<file path="config.mk">
export PLATFORM = sky130hd
export DESIGN_NAME = bus_bridge_master
export DESIGN_NICKNAME = d
export VERILOG_FILES = /design/src/rtl/bus_bridge_master.sv
export SDC_FILE = /design/constraint.sdc
export NUM_CORES = 1
export LEC_CHECK = 0
export CELL_PAD_IN_SITES_DETAIL_PLACEMENT = 0
export CELL_PAD_IN_SITES_GLOBAL_PLACEMENT = 1
export CORE_AREA = 2 2 144 146
export DETAILED_ROUTE_END_ITERATION = 10
export DIE_AREA = 0 0 146 148
export HOLD_SLACK_MARGIN = 0.15
export PLACE_DENSITY_LB_ADDON = 0.2
export SYNTH_ARGS = -nofsm -noshare
export SYNTH_HDL_FRONTEND = slang
export SYNTH_SLANG_ARGS = --single-unit
</file>
<file path="constraint.sdc">
create_clock -name clk -period 4.7 [get_ports clk]
set_input_delay 0.705 -clock clk [delete_from_list [all_inputs] [get_ports clk]]
set_output_delay 0.705 -clock clk [all_outputs]
set_load 0.03 [all_outputs]
</file>
<file path="src/rtl/bus_bridge_master.sv">
// Remote-side UART bus bridge: receives {mode, wdata, addr} command frames over UART,
// replays each one as a single initiator transaction and returns read data as one UART byte.

module uart #(
    parameter int TX_DATA_WIDTH    = 8,
    parameter int RX_DATA_WIDTH    = 8,
    parameter int CLOCKS_PER_PULSE = 16
) (
    input  logic                     clk,
    input  logic                     rstn,
    input  logic [TX_DATA_WIDTH-1:0] din,
    input  logic                     en,
    output logic                     tx_busy,
    output logic                     tx,
    input  logic                     rx,
    output logic                     ready,
    output logic [RX_DATA_WIDTH-1:0] dout
);
    localparam int CW  = $clog2(CLOCKS_PER_PULSE + 1);
    localparam int TPW = $clog2(TX_DATA_WIDTH + 2);
    localparam int RIW = $clog2(RX_DATA_WIDTH);

    typedef enum logic [1:0] {RX_IDLE, RX_START, RX_DATA, RX_STOP} rx_state_t;

    logic [TX_DATA_WIDTH-1:0] txShift_q;
    logic [TPW-1:0]           txPhase_q;
    logic [CW-1:0]            txCnt_q;
    logic                     txBusy_q, tx_q;

    // Transmitter: phase 0 is the start bit, phases 1..TX_DATA_WIDTH carry data LSB first, last is stop.
    always_ff @(posedge clk) begin
        if (!rstn) begin
            txShift_q <= '0;
            txPhase_q <= '0;
            txCnt_q   <= '0;
            txBusy_q  <= 1'b0;
            tx_q      <= 1'b1;
        end else if (!txBusy_q) begin
            if (en) begin
                txShift_q <= din;
                txPhase_q <= '0;
                txCnt_q   <= '0;
                txBusy_q  <= 1'b1;
                tx_q      <= 1'b0;
            end
        end else if (txCnt_q == CW'(CLOCKS_PER_PULSE - 1)) begin
            txCnt_q <= '0;
            if (txPhase_q == TPW'(TX_DATA_WIDTH + 1)) begin
                txBusy_q <= 1'b0;
            end else begin
                txPhase_q <= txPhase_q + TPW'(1);
                tx_q      <= (txPhase_q < TPW'(TX_DATA_WIDTH)) ? txShift_q[0] : 1'b1;
                if (txPhase_q < TPW'(TX_DATA_WIDTH))
                    txShift_q <= txShift_q >> 1;
            end
        end else begin
            txCnt_q <= txCnt_q + CW'(1);
        end
    end

    assign tx      = tx_q;
    assign tx_busy = txBusy_q;

    rx_state_t                rxState_q, rxState_d;
    logic [CW-1:0]            rxCnt_q, rxCnt_d;
    logic [RIW-1:0]           rxIdx_q, rxIdx_d;
    logic [RX_DATA_WIDTH-1:0] rxShift_q, rxShift_d, dout_q, dout_d;
    logic                     ready_q, ready_d, rxMeta_q, rxSync_q;

    always_ff @(posedge clk) begin
        if (!rstn) begin
            rxState_q <= RX_IDLE;
            rxCnt_q   <= '0;
            rxIdx_q   <= '0;
            rxShift_q <= '0;
            dout_q    <= '0;
            ready_q   <= 1'b0;
            rxMeta_q  <= 1'b1;
            rxSync_q  <= 1'b1;
        end else begin
            rxState_q <= rxState_d;
            rxCnt_q   <= rxCnt_d;
            rxIdx_q   <= rxIdx_d;
            rxShift_q <= rxShift_d;
            dout_q    <= dout_d;
            ready_q   <= ready_d;
            rxMeta_q  <= rx;
            rxSync_q  <= rxMeta_q;
        end
    end

    // Receiver re-checks the start bit at half a bit time so every later sample lands mid-bit;
    // ready stays high until the next start bit so the consumer can edge-detect it.
    always_comb begin
        rxState_d = rxState_q;
        rxCnt_d   = rxCnt_q;
        rxIdx_d   = rxIdx_q;
        rxShift_d = rxShift_q;
        dout_d    = dout_q;
        ready_d   = ready_q;
        case (rxState_q)
            RX_IDLE: begin
                if (!rxSync_q) begin
                    rxState_d = RX_START;
                    rxCnt_d   = '0;
                    ready_d   = 1'b0;
                end
            end
            RX_START: begin
                if (rxCnt_q == CW'(CLOCKS_PER_PULSE / 2 - 1)) begin
                    rxCnt_d   = '0;
                    rxIdx_d   = '0;
                    rxState_d = rxSync_q ? RX_IDLE : RX_DATA;
                end else begin
                    rxCnt_d = rxCnt_q + CW'(1);
                end
            end
            RX_DATA: begin
                if (rxCnt_q == CW'(CLOCKS_PER_PULSE - 1)) begin
                    rxCnt_d   = '0;
                    rxShift_d = {rxSync_q, rxShift_q[RX_DATA_WIDTH-1:1]};
                    if (rxIdx_q == RIW'(RX_DATA_WIDTH - 1))
                        rxState_d = RX_STOP;
                    else
                        rxIdx_d = rxIdx_q + RIW'(1);
                end else begin
                    rxCnt_d = rxCnt_q + CW'(1);
                end
            end
            RX_STOP: begin
                if (rxCnt_q == CW'(CLOCKS_PER_PULSE - 1)) begin
                    rxCnt_d   = '0;
                    rxState_d = RX_IDLE;
                    if (rxSync_q) begin
                        dout_d  = rxShift_q;
                        ready_d = 1'b1;
                    end
                end else begin
                    rxCnt_d = rxCnt_q + CW'(1);
                end
            end
            default: rxState_d = RX_IDLE;
        endcase
    end

    assign ready = ready_q;
    assign dout  = dout_q;
endmodule

module bus_bridge_master #(
    parameter int DATA_WIDTH            = 8,
    parameter int ADDR_WIDTH            = 12,
    parameter int UART_CLOCKS_PER_PULSE = 5208,
    parameter int TIMEOUT_CYCLES        = 4096
) (
    input  logic                  clk,
    input  logic                  rst,
    input  logic                  u_rx,
    output logic                  u_tx,
    output logic                  mreq,
    output logic                  mmode,
    output logic [ADDR_WIDTH-1:0] maddr,
    output logic [DATA_WIDTH-1:0] mwdata,
    input  logic                  mack,
    input  logic                  mrvalid,
    input  logic [DATA_WIDTH-1:0] mrdata,
    output logic                  busy,
    output logic                  overflow,
    output logic                  timeout
);
    localparam int FW  = DATA_WIDTH + ADDR_WIDTH + 1;
    localparam int CTW = $clog2(TIMEOUT_CYCLES + 1);

    typedef enum logic [2:0] {IDLE, REQ, RSEND, TXSTART, TXWAIT} state_t;

    state_t                state_q, state_d;
    logic [FW-1:0]         buf_q, buf_d;
    logic                  buf_valid_q, buf_valid_d;
    logic                  ready_q;
    logic [CTW-1:0]        cnt_q, cnt_d;
    logic [DATA_WIDTH-1:0] rdata_q, rdata_d, mwdata_q, mwdata_d;
    logic [ADDR_WIDTH-1:0] maddr_q, maddr_d;
    logic                  mreq_q, mreq_d, mmode_q, mmode_d;
    logic                  busy_q, busy_d, overflow_q, overflow_d, timeout_q, timeout_d;

    logic                  u_en, u_tx_busy, u_ready;
    logic [FW-1:0]         u_dout;

    uart #(
        .TX_DATA_WIDTH   (DATA_WIDTH),
        .RX_DATA_WIDTH   (FW),
        .CLOCKS_PER_PULSE(UART_CLOCKS_PER_PULSE)
    ) u_uart (
        .clk    (clk),
        .rstn   (~rst),
        .din    (rdata_q),
        .en     (u_en),
        .tx_busy(u_tx_busy),
        .tx     (u_tx),
        .rx     (u_rx),
        .ready  (u_ready),
        .dout   (u_dout)
    );

    always_ff @(posedge clk) begin
        if (rst) begin
            state_q     <= IDLE;
            buf_q       <= '0;
            buf_valid_q <= 1'b0;
            ready_q     <= 1'b0;
            cnt_q       <= '0;
            rdata_q     <= '0;
            mreq_q      <= 1'b0;
            mmode_q     <= 1'b0;
            maddr_q     <= '0;
            mwdata_q    <= '0;
            busy_q      <= 1'b0;
            overflow_q  <= 1'b0;
            timeout_q   <= 1'b0;
        end else begin
            state_q     <= state_d;
            buf_q       <= buf_d;
            buf_valid_q <= buf_valid_d;
            ready_q     <= u_ready;
            cnt_q       <= cnt_d;
            rdata_q     <= rdata_d;
            mreq_q      <= mreq_d;
            mmode_q     <= mmode_d;
            maddr_q     <= maddr_d;
            mwdata_q    <= mwdata_d;
            busy_q      <= busy_d;
            overflow_q  <= overflow_d;
            timeout_q   <= timeout_d;
        end
    end

    // A timed-out read still answers with a zero byte so the remote requester is never left waiting.
    always_comb begin
        state_d     = state_q;
        buf_d       = buf_q;
        buf_valid_d = buf_valid_q;
        cnt_d       = cnt_q;
        rdata_d     = rdata_q;
        mreq_d      = mreq_q;
        mmode_d     = mmode_q;
        maddr_d     = maddr_q;
        mwdata_d    = mwdata_q;
        overflow_d  = overflow_q;
        timeout_d   = 1'b0;
        u_en        = 1'b0;
        case (state_q)
            IDLE: begin
                if (buf_valid_q) begin
                    mmode_d     = buf_q[FW-1];
                    maddr_d     = buf_q[ADDR_WIDTH-1:0];
                    mwdata_d    = buf_q[ADDR_WIDTH +: DATA_WIDTH];
                    buf_valid_d = 1'b0;
                    cnt_d       = '0;
                    mreq_d      = 1'b1;
                    state_d     = REQ;
                end
            end
            REQ: begin
                if (mmode_q && mack) begin
                    mreq_d  = 1'b0;
                    state_d = IDLE;
                end else if (!mmode_q && mrvalid) begin
                    rdata_d = mrdata;
                    mreq_d  = 1'b0;
                    state_d = RSEND;
                end else if (cnt_q == CTW'(TIMEOUT_CYCLES - 1)) begin
                    timeout_d = 1'b1;
                    mreq_d    = 1'b0;
                    if (mmode_q) begin
                        state_d = IDLE;
                    end else begin
                        rdata_d = '0;
                        state_d = RSEND;
                    end
                end else begin
                    cnt_d = cnt_q + CTW'(1);
                end
            end
            RSEND: begin
                u_en    = 1'b1;
                state_d = TXSTART;
            end
            TXSTART: if (u_tx_busy) state_d = TXWAIT;
            TXWAIT:  if (!u_tx_busy) state_d = IDLE;
            default: state_d = IDLE;
        endcase

        if (u_ready && !ready_q) begin
            if (!buf_valid_q || (state_q == IDLE)) begin
                buf_d       = u_dout;
                buf_valid_d = 1'b1;
            end else begin
                overflow_d = 1'b1;
            end
        end
        busy_d = (state_d != IDLE) || buf_valid_d;
    end

    assign mreq     = mreq_q;
    assign mmode    = mmode_q;
    assign maddr    = maddr_q;
    assign mwdata   = mwdata_q;
    assign busy     = busy_q;
    assign overflow = overflow_q;
    assign timeout  = timeout_q;
endmodule

</file>
-- Word level (Yosys, flattened, before mapping)
Cells that the tools add are included.
- output and inout port bits: 26
- logic and storage cells: 161
- register bits: 164
- mux-type cells: 66
- reductions and logical operators: 31
- eq/ne operators: 29
- $add $sub $neg: 5
- $lt $le $gt $ge: 1
- bitwise logic cells: 3
- operators by type and width (cell ; number):
    two-way mux 13 bit ; 10
    two-way mux 8 bit ; 8
    adder 13 x 1 -> 13 bit (second input constant) ; 3
    case mux 13 bit (3 select lines) ; 1
    equality test 13 x 12 -> 1 bit (second input constant) ; 2
    equality test 13 bit (second input constant) ; 2
    case mux 13 bit (2 select lines) ; 1
    two-way mux 1 bit ; 21
    two-way mux 3 bit ; 6
    inequality test 2 bit (second input constant) ; 9
    two-way mux 4 bit ; 4
    AND reduction 4 bit ; 4
    two-way mux 5 bit ; 3
    case mux 3 bit (5 select lines) ; 1
    two-way mux 2 bit ; 7
    inequality test 2 x 1 -> 1 bit (second input constant) ; 6
    case mux 5 bit (2 select lines) ; 1
    AND reduction 5 bit ; 2
    nonzero test 2 bit ; 5
    AND reduction 3 bit ; 3
    case mux 2 bit (4 select lines) ; 1
    AND reduction 2 bit ; 4
    equality test 3 x 2 -> 1 bit (second input constant) ; 2
    adder 5 x 1 -> 5 bit (second input constant) ; 1
    other kinds (19) ; 28

-- Depth between registers and ports, before layout
- depth in word-level cells: 7
- gate-level depth with buffers: 8
- depth with buffers taken out: 6

-- Hierarchy
A second synthesis with hierarchy kept.
- cells, all modules: 831
- area, all modules: 6832.8 µm²
- modules (own cells, without submodules) (module ; sequential area each (µm²) ; instances ; area an instance (µm²) ; cells each):
    uart ; 1841.8 ; 1 ; 3991.3 ; 489
    bus_bridge_master ; 1441.4 ; 1 ; 2841.5 ; 342

-- Worst setup path after synthesis
No wires, ideal clock.
- path kind: register to register
- start point: reg u_uart.rxCnt_q[0]
- end point: reg u_uart.rxCnt_q[7]
- data required time: 4.572 ns
- path slack: 2.511 ns
- arrival time: 2.062 ns
- stages on the path, launching flop included: 9
- buffers on the path: 2
- cells stage by stage: dfxtp_1 -> ha_1 -> or3b_1 -> nor4_1 -> o22ai_1 -> buf_2 -> buf_2 -> a22oi_1 -> nor2_1
- cells in the longest elaborated chain, start to end: 3
- elaborated cells on any way between the ends: 6
- those cells by class: add/sub (1); eq/ne (2); mux (3)
- ends and longest elaborated chain (element ; RTL line ; source):
    start, declared ; 65 ; logic [CW-1:0] rxCnt_q, rxCnt_d;
    start signal, assigned ; 82 ; rxCnt_q <= rxCnt_d;
    adder 13 x 1 -> 13 bit, or another cell as far along ; 115, 127, 139 ;
    two-way mux 13 bit, on equally long branches ; 119, 131, 110 ;
    case mux 13 bit (3 select lines) (*) ; 101 ; case (rxState_q)
Mark *: on every way between the ends. The rest lies on a longest branch, timed or not.
A chain may end at the register's enable or synchronous reset.

-- Final worst setup path
- start point: reg u_uart.rxCnt_q[0]
- end point: reg u_uart.rxShift_q[10]
- cells in the longest elaborated chain, start to end: 2
- ends and longest elaborated chain (element ; RTL line ; source):
    equality test 13 bit ; 119 ; if (rxCnt_q == CW'(CLOCKS_PER_PULSE - 1)) begin
    AND reduction 2 bit (no source line) ; n/a ;
    end signal, assigned ; 84 ; rxShift_q <= rxShift_d;
    end, declared ; 67 ; logic [RX_DATA_WIDTH-1:0] rxShift_q, rxShift_d, dout_q, dout_d;
No other way between the ends.

==> metrics.yaml <==
status: "complete, no violations"
synth_edf_count: 0
dieArea_um2: 21610
post-route-min-period_ns: 3.031
drt_iter0_drc: 273
synth_warnings: 0
hp-class: "flop to flop"
die-width_um: 146
async_reset_ff_share_pct: 0
finalSetupTns_ns: 0
io_pins: 39
rows: 52
cts_resized: 0
grt_pass1_wl_mm: 25.95
drive_gt1_share_pct: 7.683
via_count: 5700
fin_nets: 866
hpwl_mm: 9.796
cpPeakStageDelay_ns: 1.05
syn_inst: 839
wl_per_cell_um: 13.51
drc: 0
clk_latency_ns: 0.43
io_buffers: 38
startpoint: "u_uart.rxCnt_q[0]"
wl_mm: 15.25
setup_viol_count_final: 0
root_buffer: "clkbuf_16"
grt_max_degree: 81
endpoint_kind: "flop"
tightest_slew_ns: 1.220
syn-num-nets: 859
ctsLongestPathBuffers: 2
ys.flop_type: "dfxtp_1"
clk_pin_slew_worst_paths_ns: 0.07
crit_path_start_kind: "flop"
synth_seq_cells: 164
die_h_um: 148
core_area_um2: 20040
crit_fanout: 21
leakage_nw: 2.479
crit_path_top_delay_cell: "nor3b_2"
avgSynthCellArea_um2: 8.227
first_global_vias: 5435
max_freq_mhz: 329.9
synth_area_leader_cell: "dfxtp_1"
fin_hold_ws_ns: 0.4357
dr.max_layer_used: "met4"
crit_end: "u_uart.rxShift_q[10]"
dr_wl_met2_mm: 7.025
drv_cap: 0
critPathKind: "flop to flop"
final_util_pct: 40.04
grt_setup_unrepaired: "false"
start_util_pct: 34.45
h-tree-depth: 4
grt_usage_pct: 14.33
numCtsBuffers: 17
r2r_cells: 6
reg2reg_to: "u_uart.rxShift_q[10]"
reg2reg_setup_slack_ns: 1.67
cts_setup_buffers: 0
synth_top_area_share_pct: 47.56
p_per_area_nw_per_um2: 348.9
syn_area_um2: 6903
antenna_found_initial: 0
crit_chain: "ha_1, or3b_1, nor4_4, nor3b_2, nand2_1, a21oi_1"
slew_headroom_pct: 18.28
synth_cell_types: 59
finClkSkew_ns: 0.009568
fin_crit_sh_pct: 64.50
clock-sinks: 164
ys_seq_area_share_pct: 47.56
met3_length_um: 420
slew_violations: 0
met1_length_mm: 7.617
vdd_ir_drop_max_mv: 0.2093
tritoncts: "built"
dr.pass1.iters: 4
viasPerCell: 5.049
insertedDiodeCount: 0
grt.overflow.total: 0
cp_data_arrival_time_ns: 3.38
hold_viol: 0
gp_congestion: 0.7240
synth_area_leaders: "dfxtp_1 48%, nand2_1 11%, a21oi_1 8.3%, nor2_1 2.6%, nand3_1 2.3%"
reg2reg_from: "u_uart.rxCnt_q[0]"
holdBufCountCts: 0
syn_to_final_growth_pct: 16.22
required_ns: 5.05
ant_nets: 0
-- cells in the mapped netlist (3+ instances only) --
cell type  number
a211oi_2        3
a211oi_1        7
a31oi_1        16
a2111oi_0       3
nand4_1        12
nand2b_1       10
o21ai_0        15
a311oi_1        6
or3_1           4
nand3_1        32
inv_1          11
and4_1          6
or2_2           6
nand2_1       202
nor3_1         10
dfxtp_1       164
clkbuf_1       42
a21o_1          3
or4_1           3
mux2i_1        11
a21oi_1       114
nand3b_1        6
xnor2_1         6
nor4_1          5
buf_2          11
and3_1          4
a22oi_1         5
ha_1            7
nor3b_1         5
a22o_1          8
nor2_1         48
or3b_2          7
nor2b_1         9
nand4b_1        5
-- routing by layer --
| layer | global-route usage [%] | vias up |
|---|---|---|
| met3 | 2.963 | 12 |
| met4 | 4.660 | 0 |
| li1 | - | 2950 |
| met2 | 23.84 | 73 |
| met1 | 18.70 | 2665 |
| met5 | 0 | - |
-- sequential cells by signal, summed over array words and instances (netlist names), 12 cells and up, named ones only --
signal / count
cnt_q: 13
u_uart.rxCnt_q: 13
buf_q: 21
u_uart.rxShift_q: 21
u_uart.txCnt_q: 13
maddr: 12
u_uart.dout: 21
-- worst max-delay path, delay by kind of cell (launching register included) --
kind / cells / cell delay, ns
AO/OA/AOI/OAI: 1 / 0.17
AND/OR/NAND/NOR: 4 / 2.16
flip-flops: 1 / 0.39
adder cells (fa/ha/maj): 1 / 0.23
-- placed cells by master (no fill, tap or decap), drive strengths merged, types with 3 or more instances in the layout --
master / netlist / layout
a31oi: 16 / 16
xnor2: 6 / 6
a21o: 3 / 3
nand2: 202 / 202
and3: 4 / 4
nor4: 7 / 7
clkinv: 0 / 6
nor3: 10 / 10
dfxtp: 164 / 164
a211oi: 10 / 10
or4: 4 / 4
or3b: 8 / 8
clkbuf: 42 / 17
a22oi: 5 / 5
ha: 7 / 7
nor2b: 9 / 9
and4: 6 / 6
nand3b: 6 / 6
nor3b: 6 / 6
a21oi: 115 / 115
nand4: 12 / 12
a2111oi: 3 / 3
o21ai: 15 / 15
mux2i: 11 / 11
o31ai: 3 / 3
buf: 14 / 7
nand2b: 10 / 10
clkdlybuf4s50: 0 / 37
or3: 4 / 4
a311oi: 6 / 6
nand3: 32 / 32
nor2: 48 / 48
or2: 6 / 6
a22o: 8 / 8
nand4b: 5 / 5
inv: 11 / 18
-- power by group --
group,switching (mW),internal (mW)
Sequential,0.00301,1.39
Combinational,0.0346,0.0165
Clock,0.646,0.709
-- cells by family after synthesis --
| family | Yosys count | share of synthesized area, % |
|---|---|---|
| xor+xnor | 8 | 1.015 |
| flops | 164 | 47.56 |
| simple gates | 386 | 27.15 |
| buf+inv | 67 | 4.060 |
| compound gates | 196 | 17.35 |
| fa+ha+maj | 7 | 1.269 |
| mux | 11 | 1.595 |
-- per-stage QoR --
| step | power, mW | setup slack, ns | instance area (µm²) | std cells |
|---|---|---|---|---|
| floorplan | 1.458 | 2.511 | 6903 | 839 |
| global placement | 1.477 | 1.747 | 7438 | 1097 |
| detailed placement | 1.478 | 1.644 | 7438 | 1097 |
| CTS | 2.838 | 1.631 | 8023 | 1129 |
| global route | 2.896 | 1.287 | 8023 | 1129 |
| finish | 2.799 | 1.669 | 8023 | 1129 |
-- area by class of cell --
cell class / count / area (µm²)
Clock inverter: 15 / 158.9
Timing Repair Buffer: 44 / 422.9
Fill cell: 2086 / 12020
Sequential cell: 164 / 3283
Clock buffer: 17 / 425.4
Tap cell: 270 / 337.8
Inverter: 11 / 41.29
Multi-Input combinational cell: 608 / 3353
-- worst min path at each step --
| stage | slack, ns | startpoint | to | cells past startpoint |
|---|---|---|---|---|
| global placement | 0.42 | u_uart.rxMeta_q | u_uart.rxSync_q | 1 |
| global route | 0.45 | u_uart.rxMeta_q | u_uart.rxSync_q | 1 |
| floorplan | 0.39 | u_uart.rxMeta_q | u_uart.rxSync_q | 1 |
| detailed placement | 0.42 | u_uart.rxMeta_q | u_uart.rxSync_q | 1 |
| CTS | 0.44 | u_uart.rxMeta_q | u_uart.rxSync_q | 1 |
| finish | 0.44 | u_uart.rxMeta_q | u_uart.rxSync_q | 1 |
Power figures use the tool's default switching activity.
